[config.mk]
export PLATFORM = sky130hd
export DESIGN_NAME = result_demux
export DESIGN_NICKNAME = d
export VERILOG_FILES = /design/src/rtl/result_demux.sv
export SDC_FILE = /design/constraint.sdc
export NUM_CORES = 1
export LEC_CHECK = 0
export CAP_MARGIN = 20
export CORE_MARGIN = 10
export CORE_UTILIZATION = 51
export CTS_BUF_LIST = sky130_fd_sc_hd__clkbuf_4 sky130_fd_sc_hd__clkbuf_8
export DETAILED_ROUTE_END_ITERATION = 8
export GPL_ROUTABILITY_DRIVEN = 0
export PLACE_DENSITY = 0.94
export SYNTH_ARGS = -nofsm -noshare
export SYNTH_HDL_FRONTEND = slang
export SYNTH_SLANG_ARGS = --single-unit
[constraint.sdc]
create_clock -name clk -period 2.7 [get_ports clk]
set_input_delay 0.54 -clock clk [delete_from_list [all_inputs] [get_ports clk]]
set_output_delay 0.54 -clock clk [all_outputs]
set_load 0.1 [all_outputs]
[src/rtl/result_demux.sv]
// -----------------------------------------------------------------------------
// result_demux
//
// Result-distribution block for the multicycle, microprogrammed RISC-V
// datapath. It is the write-side counterpart of the 2:1 operand mux. The
// single signed result bus is routed into one of NUM_DEST holding registers
// (A, B, ALUOut, MDR, ...), selected by a microcode field.
//
// Each holding register has a valid flag and a consume strobe. A word that
// has not been consumed is never overwritten. Instead in_ready drops, and the
// microsequencer stalls until the reading side consumes the word.
//
// Parameters
//   NUM_DEST  number of destination holding registers (2..8)
//   WIDTH     data width in bits, signed
//   SEL_W     select width, $clog2(NUM_DEST) with a minimum of 1
//
// Ports
//   clk           rising-edge clock
//   rst           synchronous reset, active high
//   in_data       signed result word
//   in_sel        destination index from microcode
//   in_valid      producer has a word this cycle
//   in_ready      word accepted this cycle (combinational)
//   dest_data     registered holding-register contents, signed
//   dest_valid    per-destination "holds unconsumed word"
//   dest_consume  per-destination consume strobe from the reading side
//   sel_err       sticky out-of-range select flag (RESULT_DEMUX_ERR_EN only)
//
// Build option
//   RESULT_DEMUX_ERR_EN  When defined, the sel_err port and its sticky
//                        register are present. When undefined, out-of-range
//                        words are dropped silently.
// -----------------------------------------------------------------------------
module result_demux #(
  parameter int NUM_DEST = 4,
  parameter int WIDTH    = 32,
  parameter int SEL_W    = (NUM_DEST > 2) ? $clog2(NUM_DEST) : 1
) (
  input  logic                    clk,
  input  logic                    rst,
  input  logic signed [WIDTH-1:0] in_data,
  input  logic [SEL_W-1:0]        in_sel,
  input  logic                    in_valid,
  output logic                    in_ready,
  output logic signed [WIDTH-1:0] dest_data [NUM_DEST],
  output logic [NUM_DEST-1:0]     dest_valid,
  input  logic [NUM_DEST-1:0]     dest_consume
`ifdef RESULT_DEMUX_ERR_EN
  ,
  output logic                    sel_err
`endif
);

  // The select is compared one bit wider than its own width. An index equal
  // to NUM_DEST is then representable, and the range compare is a real
  // compare even when NUM_DEST is a power of two.
  localparam logic [SEL_W:0] NUM_DEST_EXT = (SEL_W+1)'(NUM_DEST);

  logic [SEL_W:0]          sel_ext;
  logic                    sel_in_range;
  logic [NUM_DEST-1:0]     sel_hit;
  logic [NUM_DEST-1:0]     dest_free;
  logic                    transfer;
  logic [NUM_DEST-1:0]     wr_en;

  logic [NUM_DEST-1:0]     valid_q, valid_d;
  logic signed [WIDTH-1:0] data_q [NUM_DEST];
  logic signed [WIDTH-1:0] data_d [NUM_DEST];

  assign sel_ext      = {1'b0, in_sel};
  assign sel_in_range = (sel_ext < NUM_DEST_EXT);

  // One-hot decode of the select. An out-of-range select decodes to all zeros,
  // so no per-destination array is ever indexed past its end.
  always_comb begin
    // NOTE: every always_comb output gets a default before any conditional
    // logic, so no path leaves it unassigned and no latch is inferred.
    sel_hit = '0;
    for (int i = 0; i < NUM_DEST; i++) begin
      sel_hit[i] = (sel_ext == (SEL_W+1)'(i));
    end
  end

  // A destination can take a word if it is empty, or if it is being consumed
  // on this same edge. The second case gives zero-bubble hand-over.
  assign dest_free = ~valid_q | dest_consume;

  // An out-of-range select is always accepted, so that the word can be dropped.
  assign in_ready = !sel_in_range || |(sel_hit & dest_free);
  assign transfer = in_valid && in_ready;
  assign wr_en    = sel_hit & {NUM_DEST{transfer && sel_in_range}};

  // Consume clears valid first. A write to the same destination on the same
  // edge then sets it again, so the write wins. A consume of an empty
  // destination clears a bit that is already 0, so it has no effect.
  assign valid_d = (valid_q & ~dest_consume) | wr_en;

  // Only the selected destination loads. Every other destination keeps its
  // data, and consumed data stays visible with valid low.
  always_comb begin
    for (int i = 0; i < NUM_DEST; i++) begin
      data_d[i] = wr_en[i] ? in_data : data_q[i];
    end
  end

  always_ff @(posedge clk) begin
    if (rst) begin
      // NOTE: sequential state uses non-blocking assignments only. Every
      // register then samples pre-edge values, whatever the block order.
      valid_q <= '0;
      // NOTE: the holding registers are a small flop array, not a RAM. Reset
      // clears them so that reset reads back defined zeros.
      for (int i = 0; i < NUM_DEST; i++) begin
        data_q[i] <= '0;
      end
    end else begin
      valid_q <= valid_d;
      data_q  <= data_d;
    end
  end

  assign dest_valid = valid_q;
  assign dest_data  = data_q;

`ifdef RESULT_DEMUX_ERR_EN
  // Sticky flag. It is set by any accepted out-of-range word and cleared only
  // by reset.
  logic sel_err_q, sel_err_d;

  assign sel_err_d = sel_err_q | (transfer && !sel_in_range);

  always_ff @(posedge clk) begin
    if (rst) begin
      sel_err_q <= 1'b0;
    end else begin
      sel_err_q <= sel_err_d;
    end
  end

  assign sel_err = sel_err_q;
`endif

endmodule

==> run_results.csv, run 1 <==
group,metric,value,unit
cells_and_area,final_area,7076,um2
clock_network,post_cts_buffers,0,
setup_path,rr_worst_depth,3,
sta,fmax,0.4111,GHz
setup_path,worstReg2RegStart,"dest_valid[1]",
min_path,min_to,"dest_data[105]",
grt,met1_usage,20.76,%
sta,slew_headroom,51.28,%
synthesis,synth_xor_area_share,0,%
die,die_area,14670,um2
setup_path,crit_fanout,2,
clock_network,clk_pin_slew_worst_paths,0.07,ns
setup_path,critPathMaxStageDelay,0.50,ns
synthesis,synth.ff_latch_count,132,
die,die_w,121.1,um
power_and_ir_drop,finalPower,4.458,mW
sta,maxSlewViolCount,0,
status,status,"completed",
drt,via_count,3870,
clock_network,cts_buffers,17,
sta,finalHoldViolations,0,
clock_network,cts_tree,"done",
flow_run,drv_cap,0,
drt,ant_nets,0,
drt,avgRoutedWirePerCell,17.83,um
cells_and_area,stdcell_count,782,
power_and_ir_drop,vdd_drop_max,0.3832,mV
setup_path,crit_type,"input port to output port",
min_path,min_path_cells,2,
die,die_y,121.1,um
sta,clock-skew-final,0.007324,ns
drt,drtIter0Drc,186,
grt,track_usage,19.02,%
setup_path,cp_cell_sequence,"clkdlybuf4s50_1 -> nand2b_1 -> mux4_2 -> buf_12",
synthesis,synth_fa_ha_area_share,0,%
synthesis,synth.area.mux_share,24.99,%
clock_network,cts_hold_buf,0,
sta,max_slew.worst_pin.slew,0.7308,ns
cells_and_area,drive_above_1_share,26.81,%
sta,rsz0062_at_grt,"false",
synthesis,synth_top_area_share,50.66,%
grt,grt_max_degree,50,
power_and_ir_drop,power_leakage,3.427,nW
drt,viasPerCell,4.949,
setup_path,r2r_end,"dest_data[68]",
setup_path,r2r_setup_slack,1.17,ns
clock_network,cts_root_buf,"clkbuf_8",
power_and_ir_drop,power_density,630.1,nW/um2
grt,use_met3,8.283,%
setup_path,cp-end-kind,"output port",
synthesis,avgSynthCellArea,11.05,um2
synthesis,synthDistinctLibCells,16,
placed_design,dp_hpwl,10050,um
setup_path,worstPathArrival,1.89,ns
synthesis,syn-instance-count,472,
synthesis,yosysWarningCount,0,
grt,use_met2,31.46,%
grt,grt_pass1_wl,22140,um
setup_path,worst_setup_path_start_kind,"input port",
synthesis,synth_fp_nets,513,
grt,overflow,0,
clock_network,clkLatencyLatePin,0.43,ns
placed_design,io_buffers,173,
min_path,hp-class,"register to register",
sta,setup_violations,0,
sta,layout_min_cycle_time,2.433,ns
synthesis,synth_area_leader_cell,"dfxtp_1",
clock_network,h-tree-depth,4,
sta,period_share,90.10,%
synthesis,synth-simple-area-share,20.82,%
synthesis,synth_top_family_by_area,"multiplexers",
placed_design,dp.cells,755,
cells_and_area,area_delta_synth_final,35.64,%
clock_network,post_cts_resize_count,0,
min_path,worstHoldStart,"dest_data[105]",
die,core_area,9864,um2
synthesis,synth_area_leaders,"dfxtp_1 (51%), mux2i_1 (25%), nand2b_1 (20%), clkbuf_1 (1.3%), buf_2 (0.96%)",
synthesis,synth_compound_area_share,0.3838,%
drt,drt-pass1-iter-count,4,
clock_network,clock_path_buffers,2,
die,initial_core_util,52.88,%
cells_and_area,diodes,0,
die,ioPinCount,174,
die,floorplan.rows,36,
drt,drc,0,
setup_path,crit_path_top_delay_cell,"mux4_2",
setup_path,critPathRequiredTime,2.16,ns
clock_network,clock_sinks,132,
drt,wirelength,13950,um
synthesis,ys_seq_area_share,50.66,%
synthesis,syn_area,5216,um2
placed_design,place_area,6735,um2
cells_and_area,finish.net_count,682,
grt,antenna_found_initial,0,
cells_and_area,fillers,730,
sta,fin_tns_setup,0,ns
grt,grt_pass1_vias,4122,
grt,grt_most_used_layer,"met2",
through the flow:
| step | utilization (%) | setup slack, ns | hold slack, ns |
|---|---|---|---|
| 2_1_floorplan | - | 0.2791 | 0.7378 |
| 3_3_place_gp | 68.28 | 0.2821 | 0.4590 |
| 3_5_place_dp | 68.28 | 0.2756 | 0.4616 |
| 4_1_cts | 71.73 | 0.2662 | 0.4787 |
| 5_1_grt | 71.73 | 0.2315 | 0.4994 |
| 6_report | 71.73 | 0.2673 | 0.4747 |
registers in the layout (all words and copies together) (netlist names):
signal      flops
dest_data     128
dest_valid      4
placed cells by master, fill, tap and decap left out:
| master | count |
|---|---|
| dfxtp_1 | 132 |
| mux4_2 | 1 |
| clkinvlp_4 | 1 |
| mux2i_1 | 128 |
| bufinv_16 | 1 |
| nand4b_1 | 1 |
| nor3_2 | 2 |
| clkbuf_4 | 1 |
| clkdlybuf4s50_1 | 39 |
| nand2_1 | 1 |
| or3_1 | 2 |
| a21oi_1 | 4 |
| clkinv_2 | 4 |
| nor2b_1 | 2 |
| buf_12 | 3 |
| clkbuf_8 | 20 |
| buf_4 | 140 |
| nand4_1 | 1 |
| buf_2 | 1 |
| nand2b_1 | 165 |
layout make-up:
class                      instances  area, um2  area share [%]
sequential                       132       2643           37.35
timing repair buffer             183       1506           21.29
clock buffer                      21      282.8           3.996
multi-input combinational        307       2420           34.20
tap                              133      166.4           2.352
clock inverter                     6      57.56          0.8134
worst max path at each step:
| stage | startpoint | endpoint | slack (ns) | cells past startpoint |
|---|---|---|---|---|
| 2_1_floorplan | dest_valid[3] | in_ready | 0.28 | 2 |
| 3_3_place_gp | dest_consume[0] | in_ready | 0.28 | 4 |
| 3_5_place_dp | dest_consume[0] | in_ready | 0.28 | 4 |
| 4_1_cts | dest_consume[0] | in_ready | 0.27 | 4 |
| 5_1_grt | dest_consume[0] | in_ready | 0.23 | 4 |
| 6_report | dest_consume[0] | in_ready | 0.27 | 4 |
metal layers:
metal	part of all wire, %	vias to the layer above
met2	49	122
met3	8.3	26
met5	0	-
met1	40	1834
met4	2.7	0
li1	-	1888
power by group:
part           internal, mW  switching (mW)
clock network         0.778           0.697
registers              2.02          0.0392
logic                 0.251           0.676
synthesized netlist by cell type, drive strengths merged:
library cell    n
nand4b          1
buf            14
clkbuf         19
nor3            2
a21oi           4
nand2b        165
dfxtp         132
mux2i         128
nand2           1
nand4           1
nor2b           2
mux4            1
or3             2
cells by family (layout without fill, tap and decap cells):
family	after synthesis	after routing
compound gates	4	4
buf+inv	33	210
flops	132	132
mux	129	129
simple gates	174	174
critical path, delay by kind of cell:
family	cells	cell delay, ns
mux	1	0.50
simple gates	1	0.21
buf+inv	2	0.63
(Power assumes the default switching activity.)
==> inputs of run 2 (changes only) <==
--- a/config.mk
+++ b/config.mk
@@ -12,6 +12,7 @@
 export DETAILED_ROUTE_END_ITERATION = 8
 export GPL_ROUTABILITY_DRIVEN = 0
 export PLACE_DENSITY = 0.94
+export RECOVER_POWER = 25
 export SYNTH_ARGS = -nofsm -noshare
 export SYNTH_HDL_FRONTEND = slang
 export SYNTH_SLANG_ARGS = --single-unit
==> run 2 against run 1 <==
Against the previous run: die area unchanged; power barely moved; worst setup slack worse by 0.0010 ns; routed wire length grew 0.19%; clock skew about the same; sequential share of layout area is 0.11 points higher; fmax about the same; via count down 0.21%; sequential cell count is the same; first-iteration DRC count down 4.3%; critical endpoint unchanged.
==> run_results.csv, run 2 (synthesized netlist as in run 1, its figures left out) <==
group,metric,value,unit
status,status,"completed",
power_and_ir_drop,power_leakage,3.414,nW
cells_and_area,regArea,2643,um2
clock_network,clkLatencyLatePin,0.43,ns
clock_network,post_cts_buffers,0,
sta,rsz0062_at_grt,"false",
sta,maxSlewViolCount,0,
cells_and_area,drive_above_1_share,26.19,%
power_and_ir_drop,finalPower,4.462,mW
setup_path,critical-path-top-delay-family,"buffers and inverters",
placed_design,dp_hpwl,10050,um
drt,viasPerCell,4.939,
drt,drc,0,
die,ioPinCount,174,
grt,grt_pass1_vias,4122,
clock_network,cts_root_buf,"clkbuf_8",
placed_design,io_buffers,173,
clock_network,cts_hold_buf,0,
grt,track_usage,19.02,%
clock_network,clk_pin_slew_worst_paths,0.06,ns
cells_and_area,diodes,0,
grt,overflow,0,
sta,fmax,0.4109,GHz
setup_path,crit_path_top_delay_cell,"mux4_2",
drt,avgRoutedWirePerCell,17.87,um
grt,antenna_found_initial,0,
setup_path,cp-end-kind,"output port",
setup_path,critPathMaxStageDelay,0.50,ns
drt,drtIter0Drc,178,
cells_and_area,layout_commonest_cell,"nand2b_1",
setup_path,worst_setup_path_start_kind,"input port",
flow_run,drv_cap,0,
sta,setup_violations,0,
drt,via_count,3862,
drt,wirelength,13970,um
die,die_area,14670,um2
cells_and_area,final_area,7054,um2
clock_network,h-tree-depth,4,
sta,slew_headroom,19.51,%
setup_path,cp_cell_sequence,"clkdlybuf4s50_1 -> nand2b_1 -> mux4_2 -> buf_12",
drt,drt-pass1-iter-count,4,
cells_and_area,finish.net_count,682,
setup_path,critPathRequiredTime,2.16,ns
sta,period_share,90.14,%
grt,use_met2,31.46,%
cells_and_area,multi_input_area,2415,um2
setup_path,crit_buf_inv,2,
sta,fin_tns_setup,0,ns
cells_and_area,layout_common_cells,"nand2b_1 (165), buf_4 (135), dfxtp_1 (132)",
sta,finalHoldViolations,0,
cells_and_area,largest_reg_flops,128,
die,core_area,9864,um2
sta,layout_min_cycle_time,2.434,ns
clock_network,cts_buffers,17,
sta,max_slew.worst_pin.slew,1.207,ns
grt,grt_max_degree,50,
sta,clock-skew-final,0.006836,ns
cells_and_area,fillers,738,
cells_and_area,area_delta_synth_final,35.24,%
die,die_w,121.1,um
drt,ant_nets,0,
grt,grt_most_used_layer,"met2",
grt,met1_usage,20.76,%
clock_network,post_cts_resize_count,0,
min_path,hp-class,"register to register",
power_and_ir_drop,vdd_drop_max,0.3839,mV
die,floorplan.rows,36,
placed_design,place_area,6735,um2
clock_network,cts_tree,"done",
die,die_y,121.1,um
setup_path,crit_fanout,2,
clock_network,clock_path_buffers,2,
grt,grt_pass1_wl,22140,um
setup_path,crit_type,"input port to output port",
power_and_ir_drop,power_density,632.5,nW/um2
die,initial_core_util,52.88,%
clock_network,clock_sinks,132,
grt,use_met3,8.283,%
setup_path,worstPathArrival,1.89,ns
[run 2: area by class of cell]
| cell class | count | area share [%] |
|---|---|---|
| clock buffers | 21 | 4.009 |
| clock inverters | 6 | 0.8159 |
| multi-input cells | 307 | 34.23 |
| flip-flops and latches | 132 | 37.46 |
| well taps | 133 | 2.359 |
| repair buffers | 183 | 21.12 |
[run 2: final timing paths]
check	to	slack, ns	cells after the start	start
max	in_ready	0.27	4	dest_consume[0]
min	dest_data[102]	0.48	2	dest_data[102]
max reg2reg	dest_data[25]	0.85	4	dest_valid[3]
min reg2reg	dest_data[102]	0.48	2	dest_data[102]
[run 2: metrics by stage]
stage          utilization (%)  hold WS, ns  instances  setup WS (ns)
4_1_cts                  71.73       0.4787        782         0.2662
6_report                 71.51       0.4751        782         0.2663
2_1_floorplan                -       0.7378        472         0.2791
3_3_place_gp             68.28       0.4590        755         0.2821
3_5_place_dp             68.28       0.4616        755         0.2756
5_1_grt                  71.51       0.4994        782         0.2315
[run 2: tightest hold or removal path: stages, from the launching register on]
cell and delay, ns:
dfxtp_1 0.31, nand2b_1 0.06, mux2i_1 0.05
[run 2: where the power goes]
group,internal [mW],leakage [nW],switching [mW]
Sequential,2.02,1.07,0.0394
Combinational,0.250,2.16,0.676
Clock,0.778,0.178,0.701
[run 2: routing by layer]
metal	vias up	part of all wire, %	routed length, um
met5	-	0	0
met4	0	2.6	361
met3	24	8.4	1172
met2	122	48	6773
met1	1828	41	5665
li1	1888	-	-
==> inputs of run 3 (changes only) <==
--- a/config.mk
+++ b/config.mk
@@ -13,6 +13,7 @@
 export GPL_ROUTABILITY_DRIVEN = 0
 export PLACE_DENSITY = 0.94
 export RECOVER_POWER = 25
+export SLEW_MARGIN = 20
 export SYNTH_ARGS = -nofsm -noshare
 export SYNTH_HDL_FRONTEND = slang
 export SYNTH_SLANG_ARGS = --single-unit
==> results of run 3 <==
The final DEF is identical to that of run 2; final timing and power are the same.
